===== src/rtl/pipe_ctrl_fwd.sv =====
`default_nettype none
// ============================================================================
//  Module      : pipe_ctrl_fwd
//  Description : In-order pipeline backbone that provides valid/allowin
//                handshake, payload load enables, kill, RAW stall and
//                one-hot bypass selects for the decode stage.
//  Revision    : 1.0 - initial release
// ============================================================================
module pipe_ctrl_fwd #(
   parameter int STAGES     = 4,
   parameter int TAG_W      = 5,
   parameter int LATE_STAGE = 3,
   parameter int BYPASS     = 1
) (
   input  logic              clk,
   input  logic              reset,
   input  logic              in_valid,
   output logic              in_allowin,
   input  logic              in_we,
   input  logic [TAG_W-1:0]  in_tag,
   input  logic              in_late,
   input  logic [STAGES-1:0] ready_go,
   input  logic [STAGES-1:0] kill,
   input  logic              out_allowin,
   output logic              out_valid,
   output logic [STAGES-1:0] stage_valid,
   output logic [STAGES-1:0] stage_load,
   input  logic              src1_use,
   input  logic [TAG_W-1:0]  src1_tag,
   input  logic              src2_use,
   input  logic [TAG_W-1:0]  src2_tag,
   output logic              hazard_stall,
   output logic [STAGES-1:0] fwd1_sel,
   output logic [STAGES-1:0] fwd2_sel
);

   logic [STAGES-1:0]             r_valid;
   logic [STAGES-1:0]             r_we;
   logic [STAGES-1:0]             r_late;
   logic [STAGES-1:0][TAG_W-1:0]  r_tag;

   logic [STAGES-1:0]             w_ev;
   logic [STAGES-1:0]             w_rg;
   logic [STAGES-1:0]             w_to_next;
   logic [STAGES-1:0]             w_allowin;
   logic [STAGES-1:0]             w_up_valid;
   logic [STAGES-1:0]             w_up_we;
   logic [STAGES-1:0]             w_up_late;
   logic [STAGES-1:0][TAG_W-1:0]  w_up_tag;
   logic [STAGES-1:0]             w_valid_nxt;
   logic [STAGES-1:0]             w_early;
   logic [STAGES-1:0]             w_m1;
   logic [STAGES-1:0]             w_m2;
   logic [STAGES-1:0]             w_y1;
   logic [STAGES-1:0]             w_y2;
   logic                          w_act1;
   logic                          w_act2;
   logic                          w_st1;
   logic                          w_st2;

   assign w_ev = r_valid & ~kill;

   // Stage 0 is the consumer itself, so it never contributes a match
   generate
      for (genvar j = 0; j < STAGES; j++) begin : g_stage
         assign w_early[j] = (j < LATE_STAGE);
         if (j == 0) begin : g_id
            assign w_m1[j] = 1'b0;
            assign w_m2[j] = 1'b0;
         end else begin : g_older
            assign w_m1[j] = w_ev[j] & r_we[j] & (r_tag[j] == src1_tag);
            assign w_m2[j] = w_ev[j] & r_we[j] & (r_tag[j] == src2_tag);
         end
      end
   endgenerate

   // Lowest set bit = youngest producer
   assign w_y1 = w_m1 & (-w_m1);
   assign w_y2 = w_m2 & (-w_m2);

   assign w_act1 = src1_use & (src1_tag != '0) & w_ev[0];
   assign w_act2 = src2_use & (src2_tag != '0) & w_ev[0];

   assign w_st1 = w_act1 & (|w_m1) & ((BYPASS == 0) | (|(w_y1 & r_late & w_early)));
   assign w_st2 = w_act2 & (|w_m2) & ((BYPASS == 0) | (|(w_y2 & r_late & w_early)));

   assign hazard_stall = w_st1 | w_st2;
   assign fwd1_sel     = (w_act1 && !hazard_stall) ? w_y1 : '0;
   assign fwd2_sel     = (w_act2 && !hazard_stall) ? w_y2 : '0;

   assign w_rg      = {ready_go[STAGES-1:1], ready_go[0] & ~hazard_stall};
   assign w_to_next = w_ev & w_rg;

   // Backpressure ripples from the output back toward decode
   always_comb begin
      logic a;
      a         = out_allowin;
      w_allowin = '0;
      for (int i = STAGES - 1; i >= 0; i--) begin
         a            = ~w_ev[i] | (w_rg[i] & a);
         w_allowin[i] = a;
      end
   end

   assign w_up_valid  = {w_to_next[STAGES-2:0], in_valid};
   assign w_up_we     = {r_we[STAGES-2:0], in_we};
   assign w_up_late   = {r_late[STAGES-2:0], in_late};
   assign w_up_tag    = {r_tag[STAGES-2:0], in_tag};
   assign w_valid_nxt = (w_allowin & w_up_valid) | (~w_allowin & w_ev);

   assign stage_load  = w_allowin & w_up_valid;
   assign in_allowin  = w_allowin[0];
   assign out_valid   = w_to_next[STAGES-1];
   assign stage_valid = r_valid;

   always_ff @(posedge clk) begin
      if (reset) begin
         r_valid <= '0;
         r_we    <= '0;
         r_late  <= '0;
         r_tag   <= '0;
      end else begin
         r_valid <= w_valid_nxt;
         for (int i = 0; i < STAGES; i++) begin
            if (stage_load[i]) begin
               r_we[i]   <= w_up_we[i];
               r_late[i] <= w_up_late[i];
               r_tag[i]  <= w_up_tag[i];
            end
         end
      end
   end

endmodule
`default_nettype wire

===== config.mk =====
export PLATFORM = sky130hd
export DESIGN_NAME = pipe_ctrl_fwd
export DESIGN_NICKNAME = d
export VERILOG_FILES = /design/src/rtl/pipe_ctrl_fwd.sv
export SDC_FILE = /design/constraint.sdc
export NUM_CORES = 1
export LEC_CHECK = 0
export CORE_UTILIZATION = 49
export DETAILED_ROUTE_END_ITERATION = 10
export PLACE_DENSITY = 0.86
export SKIP_LAST_GASP = 1
export SYNTH_ARGS = -nofsm -noshare
export SYNTH_HDL_FRONTEND = slang
export SYNTH_SLANG_ARGS = --single-unit

===== constraint.sdc =====
create_clock -name clk -period 3.56 [get_ports clk]
set_clock_uncertainty 0.15 [all_clocks]
set_input_delay 0.712 -clock clk [delete_from_list [all_inputs] [get_ports clk]]
set_output_delay 0.712 -clock clk [all_outputs]
set_load 0.02 [all_outputs]

# Yosys cells after proc, flatten, opt, wreduce, memory -nomap -nowiden
# Index checks and enable logic that the tools add are counted.
totals:
  register_bits: 31
  out_inout_bits: 19
classes:
  n_addsub: 2
  n_eq_ne: 6
  n_mux: 2
  bitwise: 43
  n_reduce_logical: 9
op_table:
  columns: ["operator", "n"]
  rows:
  - ["$eq A5 B5 Y1", 6]
  - ["$and A4 B4 Y4", 6]
  - ["$and A1 B1 Y1", 22]
  - ["$reduce_or A3 Y1", 4]
  - ["$reduce_bool A5 Y1", 2]
  - ["$mux W4", 2]
  - ["$neg A4 Y4", 2]
  - ["$not A4 Y4", 2]
  - ["$and A3 B3 Y3", 2]
  - ["$not A1 Y1", 5]
  - ["$or A1 B1 Y1", 5]
  - ["$or A4 B4 Y4", 1]
  - ["$logic_and A1 B1 Y1", 2]
  - ["$logic_not A1 Y1", 1]

# Depth between registers and ports, before layout
# Gate-level depths: netlist of run 1.
depth:
  ltp_word: 17
  mapped_depth: 8

# Least setup slack after synthesis of run 1
# No wires, ideal clock.
synth_timing:
  path_type: "input to output"
  start: "in src1_tag[3]"
  end: "out fwd2_sel[2]"
  arrival_time_ns: 2.311
  t_required_ns: 2.698
  path_slack_ns: 0.387
  stages: 6
  cell_sequence: "or3_1 o311a_1 nand4_1 o31a_1 nand3_1 nor3_1"
synth_between:
  elab_chain_cells: 11
synth_lines:
  columns: ["item", "line", "source"]
  rows:
  - ["start: declaration", "29", "input logic [TAG_W-1:0] src1_tag,"]
  - ["$eq A5 B5 Y1", "71", "assign w_m1[j] = w_ev[j] & r_we[j] & (r_tag[j] == src1_tag);"]
  - ["$and A1 B1 Y1", "71", null]
  - ["$neg A4 Y4", "78", "assign w_y1 = w_m1 & (-w_m1);"]
  - ["$and A4 B4 Y4", "78", null]
  - ["$and A3 B3 Y3", "84", "assign w_st1 = w_act1 & (|w_m1) & ((BYPASS == 0) | (|(w_y1 & r_late & w_early)));"]
  - ["$reduce_or A3 Y1", "84", null]
  - ["$and A1 B1 Y1 (*)", "84", null]
  - ["$or A1 B1 Y1 (*)", "87", "assign hazard_stall = w_st1 | w_st2;"]
  - ["$logic_not A1 Y1 (*)", "89", "assign fwd2_sel = (w_act2 && !hazard_stall) ? w_y2 : '0;"]
  - ["$logic_and A1 B1 Y1 (*)", "89", null]
  - ["$mux W4 (*)", "89", null]
  - ["end: declaration", "34", "output logic [STAGES-1:0] fwd2_sel"]
# Every way passes the cells marked *; elsewhere a longest branch is shown, timed or not.

# Worst setup path after layout of run 1
layout_timing:
  start: "in kill[1]"
  end: "out fwd2_sel[1]"
layout_between:
  elab_chain_cells: 13
layout_lines:
  columns: ["item", "line", "source"]
  rows:
  - ["start: declaration", "23", "input logic [STAGES-1:0] kill,"]
  - ["$not A4 Y4 (*)", "61", "assign w_ev = r_valid & ~kill;"]
  - ["$and A4 B4 Y4 (*)", "61", null]
  - ["$and A1 B1 Y1 (*)", "71, 72", null]
  - ["$and A1 B1 Y1 (on tied branches)", "71, 72", null]
  - ["$neg A4 Y4 (on tied branches)", "78, 79", null]
  - ["$and A4 B4 Y4 (on tied branches)", "78, 79", null]
  - ["$and A3 B3 Y3 (on tied branches)", "84, 85", null]
  - ["$reduce_or A3 Y1 (on tied branches)", "84, 85", null]
  - ["$and A1 B1 Y1 (on tied branches)", "84, 85", null]
  - ["$or A1 B1 Y1", "87", null]
  - ["$logic_not A1 Y1", "89", null]
  - ["$logic_and A1 B1 Y1", "89", null]
  - ["$mux W4 (*)", "89", null]
# Marks and branches as above.

==> results_dict.tcl, run 1 <==
set metrics [dict create \
    p_leak_nw 1.37 \
    grt_overflow_total 0 \
    timing.final.crit_share_pct 98.9 \
    chipHeight_um 64.2 \
    swShare_pct 24.1 \
    synth-seq-cells 31 \
    layout_commonest_cell "buf_4" \
    fin_crit_ns 3.52 \
    netlist_instances 209 \
    die_w_um 64.2 \
    synth_fa_ha_area_share_pct 0 \
    synth_area_leaders "dfxtp_1 (33%), mux2i_1 (14%), xor2_1 (9.2%)" \
    hold_path_class "reg2reg" \
    critical_path_required_ns 2.70 \
    insertion_delay_ns 0.28 \
    pwr-share-comb_pct 16.8 \
    power_density_mw_per_mm2 267 \
    cts_buffers 5 \
    max_cap_viol_count 0 \
    die_area_mm2 0.00413 \
    clockBufferDepth 2 \
    peakVddDrop_mv 0.253 \
    grt_pass1_wl_mm 8.16 \
    hold_viol 0 \
    io_buffer_count 47 \
    io_pins 50 \
    wl_per_cell_um 15.3 \
    critPathKind "in2out" \
    p_clk_share_pct 36.1 \
    htree_levels 2 \
    synth_top_family_by_area "simple AND/OR/NAND/NOR gates" \
    cts_tree "built" \
    tns_ns 0 \
    nets 331 \
    max_freq_ghz 0.284 \
    numClockSinks 31 \
    grt_pass1_vias 1703 \
    drtIter0Drc 78 \
    via_per_inst 5.23 \
    first_pass_iters 5 \
    synth_top_area_share_pct 32.7 \
    fp.coreArea_mm2 0.00369 \
    ys.warnings.count 0 \
    arrival_ns 2.66 \
    route.vias.total 1819 \
    final_cell_mix "buf_4 (47), dfxtp_1 (31), clkdlybuf4s50_1 (28)" \
    post-route-drc-count 0 \
    fillerInstances 271 \
    synth_flop_cell "dfxtp_1" \
    dpl_worst_slack_ns -0.507 \
    muxShareOfSynthArea_pct 15.4 \
    instances_no_fill 348 \
    yosysTopAreaCell "dfxtp_1" \
    rows 22 \
    setup-violations-final 0 \
    areaGrowthSynthToFinish_pct 49.6 \
    syn_area_per_cell_um2 9.08 \
    synth_edf_count 0 \
    synth_simple_gate_area_share_pct 27.9 \
    cts_hold_buf 0 \
    floorplan.initialDensity_pct 51.5 \
    synth-compound-area-share_pct 6.33 \
    reg2reg_slack_ns 1.21 \
    worstPathMaxFanout 3 \
    setup_ws_ns 0.0387 \
    cp-end-kind "output pin" \
    yosysUniqueCellTypes 41 \
    antenna_cells 0 \
    yosysSeqAreaShare_pct 32.7 \
    syn_area_mm2 0.00190 \
    startpoint_type "input pin" \
    grt_setup_unrepaired "true" \
    drive_gt1_share_pct 25.7 \
    synth_xor_area_share_pct 13.8 \
    slew_viol_final 0 \
    grt_max_degree 28 \
    ant_nets 0 \
    detailed_place_hpwl_mm 4.10 \
    p_sw_mw 0.183 \
    grt_use_total_pct 26.4 \
    clk_transition_reported_paths_ns 0.06 \
    wirelength_mm 5.34 \
    cts_root_buf "clkbuf_8" \
    routabilityCongestion 0.905 \
    placed_cells 334 \
    antenna_found_initial 0 \
    hold_slack_ns 0.332 \
    power_frac_seq_pct 47.2 \
    outcome "finished clean" \
    async_reset_ff_share_pct 0 \
    intPower_mw 0.576 \
]
## state kept, by name, summed over array words and instances (netlist names)
signal,count
r_tag,20
r_we,4
stage_valid,4
r_late,3
## cell usage after synthesis, drive strengths merged (2+ instances only)
library cell,number
dfxtp,31
mux2i,28
nand2b,22
xor2,20
nor2,18
nand2,13
xnor2,10
nand3,7
nor4,7
nand4,5
nor2b,5
nor3,5
buf,4
clkbuf,4
inv,4
a21oi,3
and2,2
nand3b,2
or3,2
## layout make-up
type / instances / area (um^2) / area share, %
multi-input combinational: 167 / 1280 / 45.1
timing repair buffer: 91 / 776 / 27.3
clock inverter: 1 / 5.00 / 0.176
clock buffer: 6 / 82.6 / 2.91
sequential: 31 / 621 / 21.9
inverter: 4 / 15.0 / 0.529
tap: 48 / 60.1 / 2.12
## power by group through the flow
stage	clock (mW)	combinational [mW]	sequential, mW
floorplan	0	0.0560	0.365
global placement	0	0.122	0.365
detailed placement	0	0.125	0.366
CTS	0.280	0.123	0.358
global route	0.296	0.137	0.358
finish	0.274	0.127	0.358
## per-stage QoR
step	util, %	instance area (um^2)	total power, mW
2_1_floorplan	-	1900	0.421
3_3_place_gp	72.0	2660	0.487
3_5_place_dp	72.0	2660	0.490
4_1_cts	74.2	2740	0.761
5_1_grt	77.0	2840	0.791
6_report	77.0	2840	0.759
## per-layer routing
| layer | vias to the layer above | track usage, % | share of wire, % |
|---|---|---|---|
| met1 | 844 | 30.6 | 44 |
| li1 | 904 | - | - |
| met3 | 12 | 5.71 | 4.0 |
| met4 | 0 | 10.0 | 2.4 |
| met5 | - | 0 | 0 |
| met2 | 59 | 46.7 | 50 |
## critical path, cell delays in order
cell and delay (ns):
clkdlybuf4s50_1 0.44, nand3b_1 0.25, buf_4 0.18, nor2_1 0.18, and2_4 0.19, o31a_1 0.19, buf_4 0.14, nand2_1 0.06
nor3_2 0.17, buf_4 0.17
## worst paths after layout
check | startpoint | cells after the start | to
setup / recovery | kill[1] | 10 | fwd2_sel[1]
hold / removal | r_tag[2]$_SDFFE_PP0P_ | 2 | r_tag[2]$_SDFFE_PP0P_
setup reg to reg | r_tag[9]$_SDFFE_PP0P_ | 8 | r_late[1]$_SDFFE_PP0P_
hold reg to reg | r_tag[2]$_SDFFE_PP0P_ | 2 | r_tag[2]$_SDFFE_PP0P_
## logic make-up (layout without fill, tap and decap cells)
group / Yosys count / in the layout
simple gates: 93 / 93
flops: 31 / 31
xor+xnor: 30 / 30
mux: 28 / 28
compound gates: 14 / 14
buf+inv: 12 / 102
other cells: 1 / 2
## repair_timing
| item | in CTS | in global routing |
|---|---|---|
| setup endpoints to repair | 10 | 10 |
| gates resized for setup | 44 | 20 |
| setup buffers | 3 | 4 |
| gates cloned | 0 | 0 |
| pin swaps | 5 | 14 |
Note: power is estimated with default switching activity, not from simulation.
==> run 2: changes to the inputs <==
Settings changed: CORE_MARGIN set to 2.
==> run 2 against run 1 <==
Net effect:
- global-route usage shrank 1.3 points
- the flow now finishes with violations (negative setup slack)
- power shrank 2.7%
- sequential power hardly changed
- routed wire length fell by 5.0%
- via count increased by 0.60%
- register-to-register slack gained 0.03 ns
- combinational power about the same
- largest cell class unchanged
- first-iteration DRC count increased by 32%
- sequential share of layout area is 0.22 points higher
- critical path depth shrank 1
- core utilization is 0.78 points lower
==> results_dict.tcl, run 2 (same netlist as run 1, synthesis figures left out) <==
set metrics [dict create \
    layout_commonest_cell "buf_4" \
    slew_headroom_pct 48.7 \
    max_stage_delay_ns 0.43 \
    grt_overflow_total 0 \
    io_pins 50 \
    regMostFlops "r_tag" \
    power_frac_seq_pct 48.5 \
    max_cap_viol_count 0 \
    numClockSinks 31 \
    violations "negative setup slack" \
    grt_pass1_wl_mm 8.21 \
    final_cell_mix "buf_4 (44), dfxtp_1 (31), clkdlybuf4s50_1 (28)" \
    arrival_ns 2.70 \
    areaGrowthSynthToFinish_pct 48.1 \
    tightest_slew_ns 0.766 \
    route.vias.total 1830 \
    drive_gt1_share_pct 24.7 \
    outcome "finished, violations left" \
    setup_ws_ns -0.00569 \
    rows 22 \
    fp.coreArea_mm2 0.00369 \
    fillerInstances 263 \
    grt_pass1_vias 1783 \
    total_power_mw 0.738 \
    crit_top_cell "buf_4" \
    detailed_place_hpwl_mm 4.07 \
    startpoint_type "input pin" \
    htree_levels 2 \
    slew_viol_final 0 \
    floorplan.initialDensity_pct 51.5 \
    cp-end-kind "output pin" \
    power_density_mw_per_mm2 263 \
    post-route-drc-count 0 \
    cts_root_buf "clkbuf_8" \
    nets 330 \
    peakVddDrop_mv 0.321 \
    wl_per_cell_um 14.6 \
    grt_use_total_pct 25.0 \
    die_w_um 66.2 \
    fin_crit_ns 3.57 \
    crit_path_top_delay_cell "clkdlybuf4s50_1" \
    utilization_pct 76.2 \
    intPower_mw 0.562 \
    hold_path_class "reg2reg" \
    wirelength_mm 5.07 \
    antenna_found_initial 0 \
    via_per_inst 5.26 \
    largest_register_ffs 20 \
    die_area_mm2 0.00439 \
    worstPathMaxFanout 3 \
    cts_hold_buf 0 \
    p_sw_mw 0.177 \
    cts_buffers 5 \
    critical_path_required_ns 2.70 \
    timing.final.crit_share_pct 100 \
    insertion_delay_ns 0.28 \
    swShare_pct 23.9 \
    clk_transition_reported_paths_ns 0.06 \
    chipHeight_um 66.2 \
    grt_max_degree 31 \
    critPathKind "in2out" \
    ant_nets 0 \
    clockBufferDepth 2 \
    path_cells "clkdlybuf4s50_1, nand3b_1, nor4_1, buf_4, a2111o_1, o311ai_4, buf_4, nor2_1, buf_2" \
    p_clk_share_pct 34.6 \
    grt_setup_unrepaired "true" \
    drtIter0Drc 103 \
    setup-violations-final 1 \
    p_leak_nw 1.35 \
    antenna_cells 0 \
    io_buffer_count 47 \
    pwr-share-comb_pct 17.0 \
    first_pass_iters 4 \
    routabilityCongestion 0.904 \
    max_freq_ghz 0.280 \
    hold_viol 0 \
    cts_tree "built" \
]
run 2: critical path: cells and delay by family:
family	cells	cell delay [ns]
buffers and inverters	4	0.95
AOI/OAI and AO/OA	2	0.27
and+or+nand+nor	3	0.77
run 2: power groups by stage:
stage	Clock, mW	Sequential, mW	Combinational, mW
after floorplan	0	0.365	0.0560
after global placement	0	0.365	0.123
after CTS	0.263	0.358	0.122
after detailed placement	0	0.365	0.125
after global routing	0.277	0.358	0.135
final	0.255	0.358	0.125
run 2: layout make-up:
| type | count | area (um^2) | share of cell area [%] |
|---|---|---|---|
| multi-input combinational | 167 | 1270 | 45.1 |
| timing repair buffer | 90 | 766 | 27.2 |
| tap | 48 | 60.1 | 2.14 |
| sequential | 31 | 621 | 22.1 |
| clock buffer | 7 | 76.3 | 2.72 |
| clock inverter | 1 | 5.00 | 0.178 |
| inverter | 4 | 15.0 | 0.534 |
run 2: metrics by stage:
| stage | setup slack [ns] | setup TNS [ns] | hold WS, ns | cell area, um^2 | std cells |
|---|---|---|---|---|---|
| 3_3_place_gp | -0.522 | -4.13 | 0.318 | 2670 | 336 |
| 2_1_floorplan | 0.387 | 0 | 0.308 | 1900 | 210 |
| 5_1_grt | -0.0439 | -0.151 | 0.368 | 2810 | 348 |
| 6_report | -0.00569 | -0.00569 | 0.334 | 2810 | 348 |
| 3_5_place_dp | -0.513 | -4.40 | 0.326 | 2670 | 336 |
| 4_1_cts | -0.0325 | -0.0393 | 0.342 | 2730 | 346 |
run 2: path summary, 6_finish.rpt:
check                                           start  slack [ns]                     to  cells past startpoint
worst min register to register  r_tag[0]$_SDFFE_PP0P_        0.33  r_tag[0]$_SDFFE_PP0P_                      2
worst max-delay path                          kill[1]      -0.006             in_allowin                      9
worst max register to register   r_we[1]$_SDFFE_PP0P_        1.24  r_tag[1]$_SDFFE_PP0P_                      8
worst min-delay path            r_tag[0]$_SDFFE_PP0P_        0.33  r_tag[0]$_SDFFE_PP0P_                      2
run 2: metal layers:
layer,share of wire (%),up-vias,GRT usage (%)
met4,3.2,0,11.0
met2,48,63,43.1
met5,0,-,0
li1,-,899,-
met3,4.6,16,4.26
met1,44,852,30.3
run 2: what timing repair did:
| item | CTS | global route |
|---|---|---|
| endpoints found under the setup margin | 10 | 9 |
| setup buffers | 2 | 2 |
| resized for setup | 45 | 20 |
| pin swaps | 4 | 10 |
| hold endpoints to repair | 0 | 0 |
==> run 3: changes to the inputs <==
Settings changed: CAP_MARGIN set to 10.
==> results of run 3 <==
Final layout, timing and power as in run 2 (identical DEF).
